<file path="src/rtl/cdb_arbiter.sv">
// Common-data-bus arbiter and driver.
// Picks one requesting functional unit per cycle (round-robin or fixed
// priority) and registers its result payload onto the CDB one cycle later.
module cdb_arbiter #(
  parameter int NUM_REQ    = 4,
  parameter int DATA_WIDTH = 32,
  parameter int ADDR_WIDTH = 32,
  parameter int TAG_WIDTH  = 6,
  parameter int ARB_MODE   = 0
) (
  input  logic                          clk,
  input  logic                          rst,
  input  logic                          i_flush,
  input  logic [NUM_REQ-1:0]            i_req,
  input  logic [NUM_REQ*DATA_WIDTH-1:0] i_data,
  input  logic [NUM_REQ*ADDR_WIDTH-1:0] i_addr,
  input  logic [NUM_REQ*TAG_WIDTH-1:0]  i_tag,
  input  logic [NUM_REQ-1:0]            i_redirect,
  output logic [NUM_REQ-1:0]            o_gnt,
  output logic                          o_cdb_en,
  output logic [DATA_WIDTH-1:0]         o_cdb_data,
  output logic [ADDR_WIDTH-1:0]         o_cdb_addr,
  output logic [TAG_WIDTH-1:0]          o_cdb_tag,
  output logic                          o_cdb_redirect
);

  localparam int PTR_W = $clog2(NUM_REQ);

  // Modular add for the priority pointer; wraps explicitly so that
  // non-power-of-two unit counts never index past the last unit.
  function automatic logic [PTR_W-1:0] wrap_add(input logic [PTR_W-1:0] base,
                                                input int              off);
    int sum;
    sum = int'(base) + off;
    if (sum >= NUM_REQ) begin
      sum = sum - NUM_REQ;
    end
    return sum[PTR_W-1:0];
  endfunction

  logic [PTR_W-1:0]      rr_q, rr_d;
  logic                  en_q, en_d;
  logic [DATA_WIDTH-1:0] data_q, data_d;
  logic [ADDR_WIDTH-1:0] addr_q, addr_d;
  logic [TAG_WIDTH-1:0]  tag_q, tag_d;
  logic                  redir_q, redir_d;

  logic [NUM_REQ-1:0]    gnt_s;
  logic [PTR_W-1:0]      gnt_idx_s;
  logic                  found_s;
  logic                  gnt_v_s;
  logic [PTR_W-1:0]      cand_s;

  // Grant search: first requester at or after rr_q (round-robin) or the
  // lowest requester (fixed priority); suppressed by reset and flush.
  always_comb begin
    gnt_s     = '0;
    gnt_idx_s = '0;
    found_s   = 1'b0;
    cand_s    = '0;
    for (int k = 0; k < NUM_REQ; k++) begin
      if (ARB_MODE == 1) begin
        cand_s = k[PTR_W-1:0];
      end else begin
        cand_s = wrap_add(rr_q, k);
      end
      if (!found_s && i_req[cand_s]) begin
        found_s   = 1'b1;
        gnt_idx_s = cand_s;
      end else begin
        found_s   = found_s;
      end
    end
    gnt_v_s = found_s && !i_flush && !rst;
    if (gnt_v_s) begin
      gnt_s[gnt_idx_s] = 1'b1;
    end else begin
      gnt_s = '0;
    end
  end

  // Next-state for the output register and pointer: the granted unit's
  // payload is muxed in, otherwise the bus is driven to zero.
  always_comb begin
    en_d    = gnt_v_s;
    data_d  = '0;
    addr_d  = '0;
    tag_d   = '0;
    redir_d = 1'b0;
    for (int k = 0; k < NUM_REQ; k++) begin
      if (gnt_s[k]) begin
        data_d  = i_data[k*DATA_WIDTH +: DATA_WIDTH];
        addr_d  = i_addr[k*ADDR_WIDTH +: ADDR_WIDTH];
        tag_d   = i_tag[k*TAG_WIDTH +: TAG_WIDTH];
        redir_d = i_redirect[k];
      end else begin
        redir_d = redir_d;
      end
    end
    if (ARB_MODE == 0 && gnt_v_s) begin
      rr_d = wrap_add(gnt_idx_s, 1);
    end else begin
      rr_d = rr_q;
    end
  end

  // State register: pointer plus registered CDB broadcast.
  always_ff @(posedge clk) begin
    if (rst) begin
      rr_q    <= '0;
      en_q    <= 1'b0;
      data_q  <= '0;
      addr_q  <= '0;
      tag_q   <= '0;
      redir_q <= 1'b0;
    end else begin
      rr_q    <= rr_d;
      en_q    <= en_d;
      data_q  <= data_d;
      addr_q  <= addr_d;
      tag_q   <= tag_d;
      redir_q <= redir_d;
    end
  end

  assign o_gnt          = gnt_s;
  assign o_cdb_en       = en_q;
  assign o_cdb_data     = data_q;
  assign o_cdb_addr     = addr_q;
  assign o_cdb_tag      = tag_q;
  assign o_cdb_redirect = redir_q;

endmodule

</file>
<file path="config.mk">
export PLATFORM = sky130hd
export DESIGN_NAME = cdb_arbiter
export DESIGN_NICKNAME = d
export VERILOG_FILES = /design/src/rtl/cdb_arbiter.sv
export SDC_FILE = /design/constraint.sdc
export NUM_CORES = 1
export LEC_CHECK = 0
export ABC_AREA = 1
export CAP_MARGIN = 10
export CORE_ASPECT_RATIO = 1.1
export CORE_MARGIN = 10
export CORE_UTILIZATION = 42
export DETAILED_ROUTE_END_ITERATION = 10
export GPL_TIMING_DRIVEN = 1
export HOLD_SLACK_MARGIN = 0.15
export MAX_ROUTING_LAYER = met4
export PLACE_DENSITY = 0.91
export SLEW_MARGIN = 30
export SYNTH_ARGS = -nofsm -noshare
export SYNTH_HDL_FRONTEND = slang
export SYNTH_SLANG_ARGS = --single-unit
</file>
<file path="constraint.sdc">
create_clock -name clk -period 14.7 [get_ports clk]
set_input_delay 4.41 -clock clk [delete_from_list [all_inputs] [get_ports clk]]
set_output_delay 4.41 -clock clk [all_outputs]
set_load 0.1 [all_outputs]
</file>
==> results.md, run 1 <==
* Status: complete, no violations
* Wire length per cell at 18.2 um
* Post-synthesis mux area share at 0%
* Vias in the first global route at 7,763
* HPWL after detailed placement at 19,900 um
* Final core utilization at 67.5%
* Num CTS Buffers at 9
* XOR/XNOR Fraction of Synth Area at 0.138%
* PD cells at 208 nW/um^2
* Compound-Gate Fraction of Synth Area at 15.4%
* Number of fill cells at 1,253
* Internal power at 809 uW
* # port buffers at 366
* Setup TNS at 0 ns
* Switching share of power at 61.5%
* Synth Cell Area at 6330 sq um
* CP max FO at 99
* DRC errors left at 0
* CP dominant cell by count: nand2_1
* Routed Antenna Nets at 0
* Crit end category: output port
* Die Area at 20,400 sq um
* Yosys cell types at 28
* Setup Fix Bufs, Post-CTS at 0
* Core area at 14,900 sq um
* Pwr Total at 2100 uW
* CP required at 10.29 ns
* Syn_nets at 1,330
* Number of placement rows at 47
* Clk Latency, worst-skew pair at 0.33 ns
* Worst hold path class: reg2reg
* Initial antenna violation count at 2
* # H-tree levels at 3
* Clock network fraction of total power at 11.6%
* Fin crit share at 84.6%
* Dominant synthesized flop cell: dfxtp_1
* 1st-iter DRT viols at 684
* Layout cells sized above 1 at 13.6%
* Comb pwr share at 74.6%
* DR pass1 iterations at 6
* List of most frequent post-synthesis cells: nand2_1, nand4_1, inv_1, nor2_1, dfxtp_1
* Seq/Total Area, Yosys at 23.4%
* RSZ-0062 raised after global routing: false
* Post_cts resized at 0
* Vias/cell at 5.43
* Synth area leaders: dfxtp_1, nand4_1, nand2_1
* Slew Viols, Final at 0
* Achievable Freq at 80.4 MHz
* First-pass GRT wire length at 41,800 um
* Leak pwr at 0.00441 uW
* Total GRT Usage at 26.3%
* Peak supply drop at 200 uV
* Total number of vias at 8,232
* CTS tree: yes
* Synth Area per Inst at 6.11 sq um
* Hold violation total from the final report at 0
* Final setup fails at 0
* Total gr overflow at 0
* Combinational family with the most area after synthesis: simple AND/OR/NAND/NOR gates
* Worst EP arrival at 8.02 ns
* Final Skew at 0.00722 ns
* Clk slew on worst S/H paths at 0.06 ns
* Crit path cell chain: clkdlybuf4s50_1 > inv_1 > nand2_1 > nand2_1 > nand2_1 > o21ai_1 > nand3_4 > buf_4 > nand2_4 > inv_4 > nand2_8 > inv_2 > clkdlybuf4s50_1
* Setup crit start kind: input pin
* Max-cap violations at 0
* Largest net degree at the start of global routing at 216
* NetSw at 1290 uW
* Total clock sinks at 74
* Post-Synth Adder-Cell Area at 0.791%
* WS Path Type: in2out
* Flop pwr share at 13.7%
* Min Tclk post-route at 12.43 ns
* Die Wd at 137 um
* Post-Syn Instances at 1,035
* Max stage delay on crit path at 1.14 ns
* Die H at 149 um
* Number of synthesized flops with an enable pin at 0
* Starting Density at 42.4%
* Area delta synth->final at 59.3%
* Most numerous cell in the Yosys netlist: nand2_1
* Synth Warn # at 0
* Clock root cell: clkbuf_16
* Post-Synth Simple-Gate Area at 42.0%
* Final Wtd Congestion at 0.922
* Measured slew at the worst slew-check pin at 1.06 ns
* Rel. slew slack at 29.1%
* CTS max path bufs at 2
* CTS Hold Bufs at 0
* Routed wire length at 27,600 um
* Nets at 1,607
* Yosys reg bits at 74
* Async SR Flop Fraction at 0%
* Slowest CP cell: clkdlybuf4s50_1
* Area leader, netlist: dfxtp_1
* I/O pins at 367
* Top-area cell type share of the netlist area at 23.4%
-- sequential cells by signal, indices dropped and copies added, names as in the netlist --
name,flops
o_cdb_addr,32
o_cdb_data,32
o_cdb_tag,6
rr_q,2
o_cdb_en,1
o_cdb_redirect,1
-- cells by family after synthesis --
kind of cell	after synthesis
compound gates	148
xor+xnor	1
fa+ha+maj	4
buf+inv	265
flops	74
simple gates	543
-- metrics by stage --
stage / setup slack (ns) / std cells / hold WS [ns] / instance area (sq um)
2_1_floorplan: 2.68 / 1035 / 0.517 / 6330
3_3_place_gp: 2.36 / 1497 / 0.575 / 9770
3_5_place_dp: 2.30 / 1497 / 0.574 / 9760
4_1_cts: 2.28 / 1513 / 0.586 / 10100
5_1_grt: 1.99 / 1515 / 0.637 / 10100
6_report: 2.27 / 1515 / 0.590 / 10100
-- cells in the final DEF, fill, tap and decap left out, drive strengths merged --
master / netlist / layout
clkdlybuf4s50: 0 / 362
bufinv: 0 / 2
diode: 0 / 2
nand2: 245 / 245
ha: 4 / 4
nand4: 215 / 215
dfxtp: 74 / 74
clkbuf: 61 / 11
inv: 156 / 157
and2: 1 / 1
xor2: 1 / 1
o21ai: 75 / 75
buf: 47 / 12
a21oi: 72 / 72
clkinv: 1 / 2
o211ai: 1 / 1
nor2: 77 / 77
nand3: 5 / 5
clkinvlp: 0 / 1
-- final cells by class --
class | count | area (sq um) | area share (%)
Inverter | 157 | 597 | 5.92
Timing Repair Buffer | 374 | 3720 | 36.9
Clock buffer | 11 | 243 | 2.41
Multi-Input combinational cell | 696 | 3710 | 36.8
Clock inverter | 5 | 77.6 | 0.769
Antenna cell | 2 | 5.00 | 0.0496
Tap cell | 196 | 245 | 2.43
Sequential cell | 74 | 1480 | 14.7
-- metal layers --
metal / wire length [um] / track usage, % / vias up / part of all wire (%)
met5: 0 / - / - / 0
met4: 1730 / 17.1 / 0 / 6.3
met3: 2440 / 5.73 / 97 / 8.8
met2: 13200 / 41.2 / 441 / 48
met1: 10200 / 29.6 / 3693 / 37
li1: - / - / 4001 / -
-- worst max-delay path: cells and delay by family --
family / cells / cell delay (ns)
simple gates: 6 / 0.80
buf+inv: 6 / 2.65
compound gates: 1 / 0.15
-- path summary, 6_finish.rpt --
path	startpoint	cells past startpoint	slack, ns	end
setup / recovery	i_req[3]	13	2.27	o_gnt[2]
hold / removal	rr_q[1]	2	0.59	rr_q[1]
setup reg to reg	rr_q[0]	14	10.81	o_cdb_addr[11]
hold reg to reg	rr_q[1]	2	0.59	rr_q[1]
-- power groups by stage --
stage | registers, uW | clock network, uW | logic (uW)
2_1_floorplan | 735 | 0 | 771
6_report | 288 | 244 | 1570
3_3_place_gp | 291 | 0 | 1540
4_1_cts | 289 | 248 | 1560
5_1_grt | 295 | 257 | 1680
3_5_place_dp | 294 | 0 | 1560
(Power assumes the default switching activity.)
==> run 2, diff against run 1 <==
CORE_UTILIZATION = 35   (was 42)
PLACE_DENSITY = 0.81   (was 0.91)
clock period = 10.4 ns   (was 14.7 ns; I/O delays follow)
==> run 2 against run 1 <==
Compared with the run above:
- worst hold slack improved by 0.0027 ns
- die area is 17% higher
- non-clock buffer count increased by 1
- cell area is 0.93% higher
- final cell count grew 2.8%
- sequential cell count is the same
- total power is 44% higher
- largest cell class unchanged
- largest power group unchanged
==> results.md, run 2 (synthesis gave the netlist of run 1 again) <==
* DRC errors left at 0 (unchanged)
* Flop pwr share at 13.4% (was 13.7%)
* Achievable Freq at 113 MHz
* Switching share of power at 60.8% (was 61.5%)
* CTS tree: yes (unchanged)
* Total gr overflow at 0 (unchanged)
* Hold violation total from the final report at 0 (unchanged)
* Crit path cell chain: clkdlybuf4s50_1 > nand2_1 > o21ai_0 > o21ai_1 > nor2_1 > nor2_1 > xor2_1 > inv_1 > nand2_1 > inv_2 > ha_4 > inv_1 > nor2_1 > buf_4 (was clkdlybuf4s50_1 > inv_1 > nand2_1 > nand2_1 > nand2_1 > o21ai_1 > nand3_4 > buf_4 > nand2_4 > inv_4 > nand2_8 > inv_2 > clkdlybuf4s50_1)
* Final Skew at 0.00746 ns (was 0.00722 ns)
* Core area at 17,700 sq um (was 14,900 sq um)
* Status: complete, no violations (unchanged)
* Num CTS Buffers at 9 (unchanged)
* Vias/cell at 5.24 (was 5.43)
* Nets at 1,608 (was 1,607)
* Starting Density at 35.7% (was 42.4%)
* 1st-iter DRT viols at 666 (was 684)
* I/O pins at 367 (unchanged)
* Clock root cell: clkbuf_16 (unchanged)
* Number of placement rows at 51 (was 47)
* Vias in the first global route at 7,603 (was 7,763)
* Final setup fails at 0 (unchanged)
* Stages on worst setup path at 14 (was 13)
* Area delta synth->final at 60.8% (was 59.3%)
* Number of fill cells at 1,693 (was 1,253)
* Comb pwr share at 73.4% (was 74.6%)
* Fin crit share at 85.5%
* Total clock sinks at 74 (unchanged)
* HPWL after detailed placement at 20,000 um (was 19,900 um)
* Setup crit start kind: input pin (unchanged)
* Min Tclk post-route at 8.89 ns
* Slowest CP cell: ha_4 (was clkdlybuf4s50_1)
* Layout cells sized above 1 at 14.0% (was 13.6%)
* Initial antenna violation count at 1 (was 2)
* Min-Delay Path Depth at 2 (unchanged)
* CTS Hold Bufs at 0 (unchanged)
* Worst hold path class: reg2reg (unchanged)
* Reg2Reg Depth at 14 (unchanged)
* Post_cts resized at 0 (unchanged)
* Setup Fix Bufs, Post-CTS at 0 (unchanged)
* Clk Latency, worst-skew pair at 0.35 ns (was 0.33 ns)
* CP required at 7.28 ns (was 10.29 ns)
* DR pass1 iterations at 8 (was 6)
* Commonest non-fill, non-tap cell in the layout: clkdlybuf4s50_1 (unchanged)
* Total number of vias at 8,157 (was 8,232)
* NetSw at 1840 uW (was 1290 uW)
* Pwr Total at 3030 uW (was 2100 uW)
* # H-tree levels at 3 (unchanged)
* Setup TNS at 0 ns (unchanged)
* Peak supply drop at 319 uV (was 200 uV)
* Routed Antenna Nets at 0 (unchanged)
* First-pass GRT wire length at 42,300 um (was 41,800 um)
* Crit end category: output port (unchanged)
* Internal power at 1190 uW (was 809 uW)
* Max-cap violations at 0 (unchanged)
* Largest net degree at the start of global routing at 215 (was 216)
* Die Wd at 148 um (was 137 um)
* Die H at 161 um (was 149 um)
* CP delay by family, top: buffers and inverters (unchanged)
* PD cells at 298 nW/um^2 (was 208 nW/um^2)
* # port buffers at 366 (unchanged)
* Final core utilization at 57.4% (was 67.5%)
* Final Wtd Congestion at 0.880 (was 0.922)
* Commonest non-fill, non-tap cells in the layout: clkdlybuf4s50_1, nand2_1, nand4_1, inv_1, nor2_1 (unchanged)
* Die Area at 23,900 sq um (was 20,400 sq um)
* RSZ-0062 raised after global routing: false (unchanged)
* CTS max path bufs at 2 (unchanged)
* CP max FO at 64 (was 99)
* Clock network fraction of total power at 13.3% (was 11.6%)
* Buffer and inverter count on the worst path at 5 (was 6)
* Rel. slew slack at 30.2% (was 29.1%)
* WS Path Type: in2out (unchanged)
* Slew Viols, Final at 0 (unchanged)
* Measured slew at the worst slew-check pin at 1.04 ns (was 1.06 ns)
* CP dominant cell by count: nor2_1 (was nand2_1)
* Total GRT Usage at 22.5% (was 26.3%)
* Wire length per cell at 17.9 um (was 18.2 um)
* Routed wire length at 27,900 um (was 27,600 um)
* Worst EP arrival at 5.77 ns (was 8.02 ns)
* Clk slew on worst S/H paths at 0.06 ns (about the same)
* Max stage delay on crit path at 0.57 ns (was 1.14 ns)
* Leak pwr at 0.00445 uW (was 0.00441 uW)
==> run 2: changes by cell type in the layout (fill, tap and decap cells not counted) <==
cell             previous run  this run
buf_2                       4         5
buf_4                       6        10
buf_6                       1         2
bufinv_16                   2         4
clkdlybuf4s50_1           362       357
clkinv_2                    2         1
clkinvlp_4                  1         0
inv_2                      73        74
inv_4                       3         2
==> run 2: path summary, 6_finish.rpt <==
check / from / end / slack [ns]
setup / recovery: i_req[1] / o_gnt[1] / 1.51
hold / removal: rr_q[1] / rr_q[1] / 0.59
setup reg to reg: rr_q[0] / o_cdb_addr[29] / 6.54
hold reg to reg: rr_q[1] / rr_q[1] / 0.59
==> run 2: power groups by stage <==
stage / Sequential, uW / Combinational [uW] / Clock (uW)
finish: 405 / 2230 / 402
global route: 414 / 2380 / 417
CTS: 406 / 2220 / 406
detailed placement: 412 / 2220 / 0
global placement: 409 / 2200 / 0
floorplan: 1040 / 1090 / 0
==> run 2: layer usage <==
| layer | vias up | share of wire, % | GRT usage (%) |
|---|---|---|---|
| met5 | - | 0 | - |
| met3 | 49 | 9.5 | 5.81 |
| li1 | 3995 | - | - |
| met2 | 405 | 49 | 37.4 |
| met1 | 3708 | 38 | 25.3 |
| met4 | 0 | 3.2 | 8.75 |
==> run 2: cell type report <==
class	instances	area, sq um	area share [%]
repair buffers	375	3720	36.5
clock buffers	11	243	2.39
well taps	238	298	2.93
flip-flops and latches	74	1480	14.6
inverters	157	594	5.84
clock inverters	5	125	1.23
diodes	2	5.00	0.0492
multi-input cells	696	3710	36.5
==> run 2: stage by stage <==
step | hold WS [ns] | instance area [sq um] | std cells | setup slack, ns
global route | 0.630 | 10200 | 1557 | 1.28
global placement | 0.576 | 9820 | 1540 | 1.61
detailed placement | 0.571 | 9800 | 1540 | 1.53
finish | 0.593 | 10200 | 1558 | 1.51
CTS | 0.580 | 10200 | 1556 | 1.51
floorplan | 0.517 | 6330 | 1035 | 0.958
==> run 2: worst reg2reg max path: stages (launching register included) <==
cell and delay (ns):
dfxtp_1 0.55, o21ai_0 0.18, o21ai_1 0.36, nor2_1 0.08, nor2_1 0.12, xor2_1 0.15
inv_1 0.08, nand2_1 0.13, inv_2 0.07, ha_1 0.23, nand3_4 0.09, buf_4 0.49
buf_4 0.76, o21ai_0 0.33, a21oi_2 0.18
==> run 3, diff against run 2 <==
ABC_CLOCK_PERIOD_IN_PS = 10400   (was not set)
==> results of run 3 <==
The final DEF is identical to that of run 2; final timing and power are the same.
